File: config.mk
export PLATFORM = sky130hd
export DESIGN_NAME = rsa_decrypt
export DESIGN_NICKNAME = d
export VERILOG_FILES = /design/src/rtl/rsa_pkg.sv /design/src/rtl/mod_mult.sv /design/src/rtl/rsa_decrypt.sv
export SDC_FILE = /design/constraint.sdc
export NUM_CORES = 1
export LEC_CHECK = 0
export ABC_AREA = 1
export CORE_ASPECT_RATIO = 1.25
export CORE_MARGIN = 5
export CORE_UTILIZATION = 40
export CTS_CLUSTER_SIZE = 14
export DETAILED_ROUTE_END_ITERATION = 16
export PLACE_DENSITY = 0.61
export SLEW_MARGIN = 10
export SYNTH_ARGS = -nofsm -noshare
export SYNTH_HDL_FRONTEND = slang
export SYNTH_SLANG_ARGS = --single-unit
File: constraint.sdc
create_clock -name clk -period 8.35 [get_ports clk]
set_input_delay 1.2525 -clock clk [delete_from_list [all_inputs] [get_ports clk]]
set_output_delay 1.2525 -clock clk [all_outputs]
set_load 0.02 [all_outputs]
File: src/rtl/rsa_pkg.sv
// Shared definitions for the RSA encryption/decryption cores: FSM states,
// default operand widths and the expected-latency helper.
package rsa_pkg;

    localparam int WIDTH_N_DEF   = 8;
    localparam int WIDTH_DEG_DEF = 8;

    typedef enum logic [2:0] {
        IDLE = 3'd0,
        LOAD = 3'd1,
        SQR  = 3'd2,
        MUL  = 3'd3,
        DONE = 3'd4
    } state_t;

    // Edge index after which down is high, counted from the accepting edge E0.
    function automatic int expected_latency(input int width_n, input int width_deg,
                                            input logic [31:0] d_val);
        int pop;
        pop = 0;
        for (int i = 0; i < width_deg; i++) begin
            if (d_val[i]) begin
                pop = pop + 1;
            end
        end
        return 2 + width_n * (width_deg + pop);
    endfunction

endpackage

File: src/rtl/mod_mult.sv
// Bit-serial interleaved modular multiplier: result = a*b mod m in WIDTH_N
// cycles (launch edge included), scanning b MSB first.
module mod_mult #(
    parameter int WIDTH_N = 8
) (
    input  logic               clk,
    input  logic               rst,
    input  logic               i_start,
    input  logic [WIDTH_N-1:0] i_a,
    input  logic [WIDTH_N-1:0] i_b,
    input  logic [WIDTH_N-1:0] i_m,
    output logic               o_done,
    output logic [WIDTH_N-1:0] o_result
);

    localparam int CW = $clog2(WIDTH_N + 1);

    logic [WIDTH_N-1:0] r_acc;
    logic [WIDTH_N-1:0] r_a;
    logic [WIDTH_N-1:0] r_b;
    logic [WIDTH_N-1:0] r_m;
    logic [CW-1:0]      r_cnt;
    logic               r_run;
    logic [WIDTH_N-1:0] w_first;
    logic [WIDTH_N-1:0] w_next;

    // One interleaved step; acc < m and a < m keep every intermediate below 2m.
    function automatic logic [WIDTH_N-1:0] mm_step(input logic [WIDTH_N-1:0] acc,
                                                   input logic [WIDTH_N-1:0] a,
                                                   input logic [WIDTH_N-1:0] m,
                                                   input logic               b_bit);
        logic [WIDTH_N:0] t;
        t = {acc, 1'b0};
        if (t >= {1'b0, m}) begin
            t = t - {1'b0, m};
        end
        if (b_bit) begin
            t = t + {1'b0, a};
        end
        if (t >= {1'b0, m}) begin
            t = t - {1'b0, m};
        end
        return t[WIDTH_N-1:0];
    endfunction

    assign w_first  = mm_step({WIDTH_N{1'b0}}, i_a, i_m, i_b[WIDTH_N-1]);
    assign w_next   = mm_step(r_acc, r_a, r_m, r_b[WIDTH_N-1]);
    assign o_done   = r_run && (r_cnt == CW'(1));
    assign o_result = w_next;

    // Launch consumes the MSB directly so the last bit lands on the N-th edge.
    always_ff @(posedge clk or posedge rst) begin
        if (rst) begin
            r_acc <= {WIDTH_N{1'b0}};
            r_a   <= {WIDTH_N{1'b0}};
            r_b   <= {WIDTH_N{1'b0}};
            r_m   <= {WIDTH_N{1'b0}};
            r_cnt <= {CW{1'b0}};
            r_run <= 1'b0;
        end else if (i_start && !r_run) begin
            r_acc <= w_first;
            r_a   <= i_a;
            r_b   <= {i_b[WIDTH_N-2:0], 1'b0};
            r_m   <= i_m;
            r_cnt <= CW'(WIDTH_N - 1);
            r_run <= 1'b1;
        end else if (r_run) begin
            r_acc <= w_next;
            r_b   <= {r_b[WIDTH_N-2:0], 1'b0};
            r_cnt <= r_cnt - CW'(1);
            r_run <= (r_cnt != CW'(1));
        end else begin
            r_run <= 1'b0;
        end
    end

endmodule

File: src/rtl/rsa_decrypt.sv
// RSA decryption core: out = cipher^d mod n by left-to-right square-and-multiply,
// with all modular products taken from the shared bit-serial multiplier.
module rsa_decrypt
    import rsa_pkg::*;
#(
    parameter int WIDTH_N   = WIDTH_N_DEF,
    parameter int WIDTH_DEG = WIDTH_DEG_DEF
) (
    input  logic                 clk,
    input  logic                 rst,
    input  logic                 start,
    input  logic [WIDTH_N-1:0]   cipher,
    input  logic [WIDTH_DEG-1:0] d,
    input  logic [WIDTH_N-1:0]   n,
    output logic [WIDTH_N-1:0]   out,
    output logic                 busy,
    output logic                 down,
    output logic                 err
);

    localparam int KW = (WIDTH_DEG > 1) ? $clog2(WIDTH_DEG) : 1;

    state_t               r_state;
    logic [WIDTH_N-1:0]   r_c;
    logic [WIDTH_N-1:0]   r_n;
    logic [WIDTH_N-1:0]   r_r;
    logic [WIDTH_DEG-1:0] r_d;
    logic [KW-1:0]        r_k;
    logic                 r_launch;
    logic [WIDTH_N-1:0]   r_out;
    logic                 r_busy;
    logic                 r_down;
    logic                 r_err;
    logic [WIDTH_N-1:0]   w_mm_b;
    logic                 w_mm_done;
    logic [WIDTH_N-1:0]   w_mm_res;

    assign out  = r_out;
    assign busy = r_busy;
    assign down = r_down;
    assign err  = r_err;

    // Multiplier second operand: ciphertext in MUL, the running result when squaring.
    always_comb begin
        if (r_state == MUL) begin
            w_mm_b = r_c;
        end else begin
            w_mm_b = r_r;
        end
    end

    mod_mult #(.WIDTH_N(WIDTH_N)) u_mod_mult (
        .clk     (clk),
        .rst     (rst),
        .i_start (r_launch),
        .i_a     (r_r),
        .i_b     (w_mm_b),
        .i_m     (r_n),
        .o_done  (w_mm_done),
        .o_result(w_mm_res)
    );

    // Control FSM; r_launch marks the first cycle of SQR/MUL when the multiplier starts.
    always_ff @(posedge clk or posedge rst) begin
        if (rst) begin
            r_state  <= IDLE;
            r_c      <= {WIDTH_N{1'b0}};
            r_n      <= {WIDTH_N{1'b0}};
            r_r      <= {WIDTH_N{1'b0}};
            r_d      <= {WIDTH_DEG{1'b0}};
            r_k      <= {KW{1'b0}};
            r_launch <= 1'b0;
            r_out    <= {WIDTH_N{1'b0}};
            r_busy   <= 1'b0;
            r_down   <= 1'b0;
            r_err    <= 1'b0;
        end else begin
            r_down <= 1'b0;
            case (r_state)
                IDLE: begin
                    if (start) begin
                        r_c     <= cipher;
                        r_d     <= d;
                        r_n     <= n;
                        r_err   <= 1'b0;
                        r_busy  <= 1'b1;
                        r_state <= LOAD;
                    end else begin
                        r_busy <= 1'b0;
                    end
                end
                LOAD: begin
                    if ((r_n < WIDTH_N'(2)) || (r_c >= r_n)) begin
                        r_err   <= 1'b1;
                        r_state <= DONE;
                    end else begin
                        r_r      <= WIDTH_N'(1);
                        r_k      <= KW'(WIDTH_DEG - 1);
                        r_launch <= 1'b1;
                        r_state  <= SQR;
                    end
                end
                SQR: begin
                    if (r_launch) begin
                        r_launch <= 1'b0;
                    end else if (w_mm_done) begin
                        r_r <= w_mm_res;
                        if (r_d[r_k]) begin
                            r_launch <= 1'b1;
                            r_state  <= MUL;
                        end else if (r_k == {KW{1'b0}}) begin
                            r_state <= DONE;
                        end else begin
                            r_k      <= r_k - KW'(1);
                            r_launch <= 1'b1;
                        end
                    end else begin
                        r_launch <= 1'b0;
                    end
                end
                MUL: begin
                    if (r_launch) begin
                        r_launch <= 1'b0;
                    end else if (w_mm_done) begin
                        r_r <= w_mm_res;
                        if (r_k == {KW{1'b0}}) begin
                            r_state <= DONE;
                        end else begin
                            r_k      <= r_k - KW'(1);
                            r_launch <= 1'b1;
                            r_state  <= SQR;
                        end
                    end else begin
                        r_launch <= 1'b0;
                    end
                end
                DONE: begin
                    r_down  <= 1'b1;
                    r_out   <= r_err ? {WIDTH_N{1'b0}} : r_r;
                    r_state <= IDLE;
                end
                default: begin
                    r_state <= IDLE;
                end
            endcase
        end
    end

endmodule

==> results of run 1 <==
worst paths after layout:
| kind | startpoint | to | slack (ns) | cells after the start |
|---|---|---|---|---|
| setup / recovery | u_mod_mult.r_m[1] | u_mod_mult.r_acc[3] | 3.58 | 29 |
| hold / removal | u_mod_mult.r_b[1] | u_mod_mult.r_b[1] | 0.49 | 2 |
| setup reg to reg | u_mod_mult.r_m[1] | u_mod_mult.r_acc[3] | 3.58 | 29 |
| hold reg to reg | u_mod_mult.r_b[1] | u_mod_mult.r_b[1] | 0.49 | 2 |
| max in group asynchronous | rst | u_mod_mult.r_a[4] | 5.97 | 3 |
| min in group asynchronous | rst | err | 1.25 | 2 |
flip-flops by register name, indices dropped and copies added (netlist names):
name,count
busy,1
r_r,8
u_mod_mult.r_b,7
r_k,3
r_n,8
r_state,3
out,8
u_mod_mult.r_m,8
u_mod_mult.r_cnt,4
down,1
u_mod_mult.r_acc,8
u_mod_mult.r_a,8
r_c,8
r_launch,1
u_mod_mult.r_run,1
err,1
r_d,8
through the flow:
step | util, % | power (mW) | hold slack (ns) | worst slack (ns)
after CTS | 45.7 | 0.827 | 0.498 | 3.56
final | 45.7 | 0.817 | 0.493 | 3.58
after global routing | 45.7 | 0.849 | 0.519 | 3.19
after floorplan | - | 0.431 | 0.448 | 4.17
after global placement | 44.0 | 0.446 | 0.474 | 3.56
after detailed placement | 44.0 | 0.446 | 0.480 | 3.59
metal layers:
| metal | up-vias | global-route usage [%] |
|---|---|---|
| met4 | 0 | 7.97 |
| li1 | 2875 | - |
| met2 | 97 | 31.7 |
| met1 | 2635 | 23.9 |
| met3 | 35 | 2.34 |
| met5 | - | 0 |
final cells by class:
cell class | count | area (um^2)
Fill cell | 1627 | 8730
Tap cell | 216 | 270
Multi-Input combinational cell | 626 | 3800
Sequential cell | 86 | 2150
Timing Repair Buffer | 41 | 400
Clock buffer | 10 | 229
Clock inverter | 6 | 43.8
Inverter | 119 | 450
power breakdown:
part	switching [mW]	internal, mW
Clock	0.177	0.203
Sequential	0	0.416
Combinational	0.00965	0.0109
Total	0.187	0.631
layout by cell type, fill, tap and decap left out, types with 5 or more instances in the layout:
cell type | netlist | routed
inv_1 | 107 | 106
clkbuf_16 | 0 | 9
nand2_1 | 182 | 182
nor2_1 | 64 | 64
nand4_1 | 14 | 14
nand3_1 | 60 | 60
mux2_2 | 15 | 15
a21oi_1 | 54 | 54
dfrtp_1 | 86 | 86
clkdlybuf4s50_1 | 0 | 37
inv_2 | 9 | 9
or2_2 | 6 | 6
xnor2_1 | 7 | 7
ha_1 | 54 | 54
o21ai_1 | 10 | 10
a22oi_1 | 5 | 5
fa_1 | 5 | 5
nand2_2 | 8 | 8
o21ai_0 | 63 | 63
xor2_1 | 18 | 18
kinds of logic (layout without fill, tap and decap cells):
family,count (synthesis),count (layout)
simple gates,367,367
compound gates,160,160
buf+inv,132,176
flops,86,86
fa+ha+maj,59,59
xor+xnor,25,25
mux,15,15
worst max-delay path: cells and delay by family, from the launching register on:
kind | cells | cell delay, ns
AND/OR/NAND/NOR | 16 | 2.04
adder cells (fa/ha/maj) | 5 | 1.38
AO/OA/AOI/OAI | 3 | 0.47
buffers and inverters | 5 | 0.40
flip-flops | 1 | 0.38
==> impl_metrics.env, run 1 <==
export IMPL_grt_pass1_wl_mm=28.0
export IMPL_coreArea_um2=16100
export IMPL_die_area_um2=18800
export IMPL_drive_above_1_share_pct=9.46
export IMPL_synthMuxAreaShare_pct=2.61
export IMPL_wl_per_cell_um=15.6
export IMPL_vias=5642
export IMPL_startpoint_type="flip-flop"
export IMPL_synth_top_family_by_area="simple AND/OR/NAND/NOR gates"
export IMPL_topRoutingLayerUsed="met4"
export IMPL_fin_setup_tns_ns=0
export IMPL_ant_nets=0
export IMPL_synth_top_cells_by_count="182 x nand2_1, 107 x inv_1, 86 x dfrtp_1, 64 x nor2_1, 63 x o21ai_0"
export IMPL_fmax_mhz=209
export IMPL_wl_met3_um=525
export IMPL_period_minus_slack_ns=4.77
export IMPL_ys_warn_count=0
export IMPL_cp_max_fo=12
export IMPL_ys_types=56
export IMPL_die_h_um=152
export IMPL_synth_compound_area_share_pct=13.8
export IMPL_n_antenna_cell=0
export IMPL_fin_crit_sh_pct=57.2
export IMPL_ys_seq_area_share_pct=33.3
export IMPL_rsz0062_at_grt="no"
export IMPL_clockRootBuffer="clkbuf_16"
export IMPL_wl_met2_mm=8.52
export IMPL_cp_data_arrival_time_ns=5.01
export IMPL_cts_path_max_buffers=2
export IMPL_syn_inst=844
export IMPL_worst_slew_pin_slew_ns=0.728
export IMPL_placed_cell_area_um2=7070
export IMPL_post_synth_top_count_cell="nand2_1"
export IMPL_synthXorXnorAreaFrac_pct=3.39
export IMPL_syn_avg_cell_area_um2=7.66
export IMPL_start_util_pct=40.2
export IMPL_crit_top_cell="inv_1"
export IMPL_peakVddDrop_mv=0.0941
export IMPL_cts_tree="built"
export IMPL_syn_area_um2=6460
export IMPL_p_per_area_nw_per_um2=111
export IMPL_die_width_um=124
export IMPL_crit_required_ns=8.58
export IMPL_yosys_area_share_adder_pct=12.0
export IMPL_std_cell_rows=52
export IMPL_fin_area_um2=7340
export IMPL_h_tree_depth=3
export IMPL_place_inst=1088
export IMPL_worst_path_largest_cell_delay_ns=0.42
export IMPL_grt_max_degree=56
export IMPL_ctsResizeCount=0
export IMPL_totalWireLength_mm=17.2
export IMPL_grt_antenna_before_repair=0
export IMPL_synth_edf_count=0
export IMPL_status="finished, final reports clean"
export IMPL_clk_pin_slew_worst_paths_ns=0.06
export IMPL_wl_met1_mm=7.56
export IMPL_slew_violations=0
export IMPL_finalHoldViolCount=0
export IMPL_synth_simple_area_share_pct=26.9
export IMPL_end_kind="flip-flop"
export IMPL_grt_util_all_layers_pct=18.8
export IMPL_layout_cells_non_filler=1104
export IMPL_fin_nets=969
export IMPL_overflow=0
export IMPL_synth_top_cell_area_share_pct=33.3
export IMPL_syn2layout_area_growth_pct=13.6
export IMPL_grt_pass1_vias=5594
export IMPL_ys_seq_elements=86
export IMPL_synthesis_nets=930
export IMPL_clkSinkCount=86
export IMPL_yosys_area_top_type="dfrtp_1"
export IMPL_io_pins=38
export IMPL_netlist_top_cells_area="dfrtp_1 33%, nand2_1 11%, ha_1 10%, inv_1 6.2%, o21ai_0 4.9%"
export IMPL_io_buffers=37
export IMPL_cts_buffers=9
export IMPL_post_cts_setup_buffer_count=0
export IMPL_hold_class="reg2reg"
export IMPL_hpwl_mm=13.7
export IMPL_p_leak_nw=3.89
export IMPL_drc=0
export IMPL_criticalPathCategory="reg2reg"
export IMPL_cpMaxStageDelayCell="fa_1"
export IMPL_first_pass_iters=5
export IMPL_ys_async_sr_fraction_pct=100
export IMPL_clkLatencyLatePin_ns=0.35
export IMPL_slew_headroom_pct=51.5
export IMPL_finalSetupViolations=0
export IMPL_ys_flop_type="dfrtp_1"
export IMPL_hold_buffers=0
export IMPL_drt_iter0_drc=243
export IMPL_skew_ns=0.00982
export IMPL_routed_via_density=5.11
export IMPL_cap_violations=0
export IMPL_place_congestion=0.928
Note: power is estimated with default switching activity, not from simulation.
==> run 2, diff against run 1 <==
--- a/config.mk
+++ b/config.mk
@@ -11,7 +11,7 @@
 export CORE_UTILIZATION = 40
 export CTS_CLUSTER_SIZE = 14
 export DETAILED_ROUTE_END_ITERATION = 16
-export PLACE_DENSITY = 0.61
+export PLACE_DENSITY = 0.63
 export SLEW_MARGIN = 10
 export SYNTH_ARGS = -nofsm -noshare
 export SYNTH_HDL_FRONTEND = slang
==> constraint.sdc (replaced) <==
create_clock -name clk -period 4.12 [get_ports clk]
set_input_delay 0.618 -clock clk [delete_from_list [all_inputs] [get_ports clk]]
set_output_delay 0.618 -clock clk [all_outputs]
set_load 0.02 [all_outputs]
==> impl_metrics.env, run 2 (same netlist as run 1, synthesis figures left out) <==
export IMPL_status="complete, but fails checks"
export IMPL_violations="setup timing"
export IMPL_vias=6154
export IMPL_r2r_start="u_mod_mult.r_acc[6]"
export IMPL_io_pins=38
export IMPL_startpoint_type="flip-flop"
export IMPL_wl_met1_mm=7.65
export IMPL_clk_pin_slew_worst_paths_ns=0.07
export IMPL_layout_commonest_cell="nand2_1"
export IMPL_postLayoutCoreUtil_pct=53.6
export IMPL_ant_nets=0
export IMPL_io_buffers=37
export IMPL_grt_util_all_layers_pct=20.2
export IMPL_p_total_mw=1.67
export IMPL_period_minus_slack_ns=4.23
export IMPL_fin_area_um2=8610
export IMPL_overflow=0
export IMPL_topRoutingLayerUsed="met4"
export IMPL_n_antenna_cell=0
export IMPL_fin_crit_sh_pct=103
export IMPL_skew_ns=0.00788
export IMPL_finalHoldViolCount=0
export IMPL_die_h_um=152
export IMPL_start_util_pct=40.2
export IMPL_cp_data_arrival_time_ns=4.47
export IMPL_hold_path_cell_count=2
export IMPL_peakVddDrop_mv=0.192
export IMPL_criticalPathCategory="reg2reg"
export IMPL_fin_setup_tns_ns=-0.736
export IMPL_clkLatencyLatePin_ns=0.35
export IMPL_hp_start="busy"
export IMPL_grt_pass1_wl_mm=30.1
export IMPL_rsz0062_at_grt="yes"
export IMPL_hold_class="reg2reg"
export IMPL_cts_path_max_buffers=2
export IMPL_dp_slack_ns=-0.162
export IMPL_grt_pass1_vias=5983
export IMPL_syn2layout_area_growth_pct=33.2
export IMPL_holdPathEnd="busy"
export IMPL_end_kind="flip-flop"
export IMPL_fmax_mhz=236
export IMPL_std_cell_rows=52
export IMPL_fin_nets=1064
export IMPL_cp_max_fo=6
export IMPL_place_congestion=0.940
export IMPL_worst_slew_pin_slew_ns=0.748
export IMPL_cap_violations=0
export IMPL_p_per_area_nw_per_um2=194
export IMPL_clkSinkCount=86
export IMPL_crit_required_ns=4.36
export IMPL_first_pass_iters=5
export IMPL_regToRegSetupSlack_ns=-0.11
export IMPL_grt_antenna_before_repair=0
export IMPL_layout_cells_non_filler=1199
export IMPL_ff2ff_path_depth=27
export IMPL_grt_max_degree=42
export IMPL_wl_met2_mm=9.77
export IMPL_drive_above_1_share_pct=27.4
export IMPL_clockRootBuffer="clkbuf_16"
export IMPL_routed_via_density=5.13
export IMPL_most_common_layout_cells="162 x nand2_1, 93 x inv_1, 91 x buf_4"
export IMPL_h_tree_depth=3
export IMPL_whs_ns=0.492
export IMPL_coreArea_um2=16100
export IMPL_die_area_um2=18800
export IMPL_placed_cell_area_um2=7600
export IMPL_cts_buffers=9
export IMPL_slew_violations=0
export IMPL_totalWireLength_mm=18.8
export IMPL_worst_r2r_endpoint="u_mod_mult.r_acc[3]"
export IMPL_place_inst=1159
export IMPL_wl_met3_um=728
export IMPL_die_width_um=124
export IMPL_hpwl_mm=14.3
export IMPL_p_leak_nw=4.39
export IMPL_hold_buffers=0
export IMPL_slew_headroom_pct=50.1
export IMPL_drc=0
export IMPL_drt_iter0_drc=366
export IMPL_wl_per_cell_um=15.7
export IMPL_finalSetupViolations=15
export IMPL_cts_tree="built"
export IMPL_worst_slack_ns=-0.113
==> run 2: changes by cell type in the layout (fill, tap and decap cells not counted), moves of 7 or more <==
cell | before | now
a21oi_1 | 54 | 47
buf_4 | 4 | 91
buf_6 | 0 | 7
ha_1 | 54 | 34
ha_4 | 0 | 19
inv_1 | 106 | 93
inv_2 | 9 | 19
nand2_1 | 182 | 162
nand2_2 | 8 | 26
nand3_1 | 60 | 50
nand3_2 | 3 | 12
==> run 2: layout make-up <==
cell class	instances	area, um^2
repair buffers	135	1130
clock buffers	10	229
well taps	216	270
inverters	119	458
clock inverters	6	46.3
fillers	1491	7460
multi-input cells	627	4320
flip-flops and latches	86	2150
==> run 2: worst max path at each step <==
stage,from,endpoint,depth (start not counted),slack [ns]
floorplan,u_mod_mult.r_m[1],u_mod_mult.r_acc[3],29,0.01
global placement,u_mod_mult.r_acc[0],r_r[2],27,-0.09
detailed placement,u_mod_mult.r_m[1],r_r[2],28,-0.16
CTS,u_mod_mult.r_acc[0],r_r[3],29,0.0006
global route,u_mod_mult.r_m[1],u_mod_mult.r_acc[3],29,-0.26
finish,u_mod_mult.r_acc[6],u_mod_mult.r_acc[3],27,-0.11
==> run 2: timing repair <==
action                     in CTS  in global routing
pin swaps                      28                 54
gates cloned                    1                  0
gates resized for setup        42                 73
hold endpoints to repair        0                  0
setup buffers                  14                 10
setup endpoints to repair      16                 16
==> run 2: per-layer routing <==
layer	vias to the layer above	track usage (%)
met5	-	0
met4	0	8.92
met3	48	2.67
met2	158	34.5
met1	2884	25.1
li1	3064	-
==> run 2: critical path: stages, from the launching register on <==
cell	delay [ns]
dfrtp_1	0.45
ha_4	0.32
nand2_1	0.08
nor2_2	0.13
nand2_2	0.09
nand3_4	0.09
nor2_8	0.05
nand2_8	0.08
buf_6	0.12
nand2_4	0.04
inv_2	0.06
ha_4	0.13
inv_2	0.03
fa_2	0.36
o21ai_4	0.19
a31oi_4	0.11
or2_4	0.26
nand3_2	0.06
nand2_2	0.08
ha_4	0.27
a21oi_1	0.15
o211ai_1	0.14
nand2_2	0.15
buf_6	0.12
nand4_4	0.14
or2_4	0.31
nand3_2	0.06
nand2_1	0.06
==> run 2: report_power, final <==
group          switching (mW)  internal (mW)
Clock                   0.368          0.414
Sequential                  0          0.844
Combinational          0.0198         0.0227
==> run 3, diff against run 2 <==
--- a/config.mk
+++ b/config.mk
@@ -6,12 +6,14 @@
 export NUM_CORES = 1
 export LEC_CHECK = 0
 export ABC_AREA = 1
-export CORE_ASPECT_RATIO = 1.25
-export CORE_MARGIN = 5
-export CORE_UTILIZATION = 40
+export CELL_PAD_IN_SITES_DETAIL_PLACEMENT = 0
+export CELL_PAD_IN_SITES_GLOBAL_PLACEMENT = 2
+export CORE_ASPECT_RATIO = 0.7
+export CORE_MARGIN = 2
+export CORE_UTILIZATION = 33
 export CTS_CLUSTER_SIZE = 14
 export DETAILED_ROUTE_END_ITERATION = 16
-export PLACE_DENSITY = 0.63
+export PLACE_DENSITY = 0.82
 export SLEW_MARGIN = 10
 export SYNTH_ARGS = -nofsm -noshare
 export SYNTH_HDL_FRONTEND = slang
==> impl_metrics.env, run 3 (same netlist as run 1, synthesis figures left out) <==
export IMPL_grt_util_all_layers_pct=20.2
export IMPL_vias=6129
export IMPL_die_area_um2=20700
export IMPL_cap_violations=0
export IMPL_nFillCells=1907
export IMPL_cpMaxStageDelayCell="dfrtp_1"
export IMPL_io_buffers=37
export IMPL_die_width_um=171
export IMPL_fin_nets=1083
export IMPL_drive_above_1_share_pct=28.9
export IMPL_met2_usage_pct=28.5
export IMPL_critical_path_top_delay_family="simple AND/OR/NAND/NOR gates"
export IMPL_std_cell_rows=42
export IMPL_end_kind="flip-flop"
export IMPL_grt_pass1_wl_mm=31.9
export IMPL_status="finished, final reports clean"
export IMPL_first_pass_iters=5
export IMPL_grt_antenna_before_repair=0
export IMPL_slew_headroom_pct=47.4
export IMPL_rsz0062_at_grt="yes"
export IMPL_clkLatencyLatePin_ns=0.34
export IMPL_cp_max_fo=6
export IMPL_cts_path_max_buffers=2
export IMPL_use_met1_pct=32.2
export IMPL_p_per_area_nw_per_um2=204
export IMPL_place_inst=1229
export IMPL_io_pins=38
export IMPL_cp_data_arrival_time_ns=4.34
export IMPL_hpwl_mm=16.2
export IMPL_start_util_pct=33.9
export IMPL_overflow=0
export IMPL_coreArea_um2=19100
export IMPL_startpoint_type="flip-flop"
export IMPL_ant_nets=0
export IMPL_grt_use_met3_pct=3.65
export IMPL_worst_slew_pin_slew_ns=0.788
export IMPL_fin_area_um2=8840
export IMPL_clk_pin_slew_worst_paths_ns=0.07
export IMPL_cts_tree="built"
export IMPL_grt_max_degree=33
export IMPL_drt_iter0_drc=431
export IMPL_clkSinkCount=86
export IMPL_crit_required_ns=4.34
export IMPL_fin_crit_sh_pct=99.9
export IMPL_grt_pass1_vias=5789
export IMPL_fmax_mhz=243
export IMPL_n_antenna_cell=0
export IMPL_slew_violations=0
export IMPL_h_tree_depth=3
export IMPL_worst_path_largest_cell_delay_ns=0.39
export IMPL_layout_commonest_cell="nand2_1"
export IMPL_busiest_layer="met1"
export IMPL_clockRootBuffer="clkbuf_16"
export IMPL_routed_via_density=4.84
export IMPL_crit_top_cell="ha_4"
export IMPL_syn2layout_area_growth_pct=36.7
export IMPL_peakVddDrop_mv=0.194
export IMPL_wl_per_cell_um=16.1
export IMPL_cts_buffers=9
export IMPL_finalSetupViolations=0
export IMPL_most_common_layout_cells="163 x nand2_1, 114 x buf_4, 91 x inv_1"
export IMPL_totalWireLength_mm=20.4
export IMPL_finalHoldViolCount=0
export IMPL_placed_cell_area_um2=7830
export IMPL_skew_ns=0.00904
export IMPL_period_minus_slack_ns=4.12
export IMPL_die_h_um=121
export IMPL_place_congestion=0.904
export IMPL_p_leak_nw=4.50
export IMPL_criticalPathCategory="reg2reg"
export IMPL_critPathBufInv=6
export IMPL_hold_class="reg2reg"
export IMPL_drc=0
export IMPL_layout_cells_non_filler=1266
[run 3: metrics by stage]
stage	power (mW)	utilization (%)	setup TNS (ns)	setup slack, ns	hold WS, ns
after CTS	1.82	44.7	0	0.00640	0.491
final	1.80	46.3	0	0.00469	0.483
after floorplan	0.873	-	0	0.0103	0.446
after detailed placement	0.905	41.1	-2.95	-0.222	0.471
after global placement	0.905	41.1	-2.14	-0.187	0.456
after global routing	1.86	46.3	-2.86	-0.224	0.524
[run 3: routing by layer]
layer,up-vias,routed length [um]
li1,3091,-
met1,2879,10900
met2,148,8290
met3,11,1110
met4,0,116
met5,-,0
[run 3: worst paths after layout]
check,endpoint,depth (start not counted),from,slack (ns)
max,r_r[2],27,u_mod_mult.r_m[1],0.005
min,busy,2,busy,0.48
max reg2reg,r_r[2],27,u_mod_mult.r_m[1],0.005
min reg2reg,busy,2,busy,0.48
max in group asynchronous,u_mod_mult.r_acc[0],3,rst,2.66
min in group asynchronous,u_mod_mult.r_cnt[2],2,rst,0.64
[run 3: power by group]
part	switching [mW]	internal (mW)
logic	0.0206	0.0228
registers	0	0.844
clock network	0.372	0.542
total	0.393	1.41
[run 3: repair_timing]
item	CTS	global route
setup endpoints to repair	16	16
cloned	1	0
pin swaps	28	51
resized for setup	43	72
setup buffers	13	8
hold buffers	0	0
[run 3: worst reg2reg max path, stage by stage (launching register included)]
cell	delay [ns]
dfrtp_1	0.39
inv_2	0.10
ha_4	0.22
ha_4	0.15
inv_2	0.05
nor2_2	0.03
nand2_2	0.08
nand3_4	0.09
nor2_8	0.14
buf_6	0.12
nand3_2	0.06
and2_4	0.17
fa_2	0.39
o21ai_4	0.19
a31oi_4	0.11
or2_4	0.24
nand3_2	0.06
nand2_2	0.07
ha_4	0.29
inv_4	0.04
nor4_2	0.22
a21oi_1	0.11
buf_4	0.15
buf_4	0.14
nand4_4	0.13
nand2_1	0.10
nand3_1	0.09
o21ai_1	0.07
[run 3: area by class of cell]
class	count	area, um^2	share of cell area [%]
multi-input combinational	627	4310	48.8
sequential	86	2150	24.4
timing repair buffer	154	1260	14.3
inverter	119	458	5.18
tap	264	330	3.74
clock buffer	9	225	2.55
clock inverter	7	103	1.16
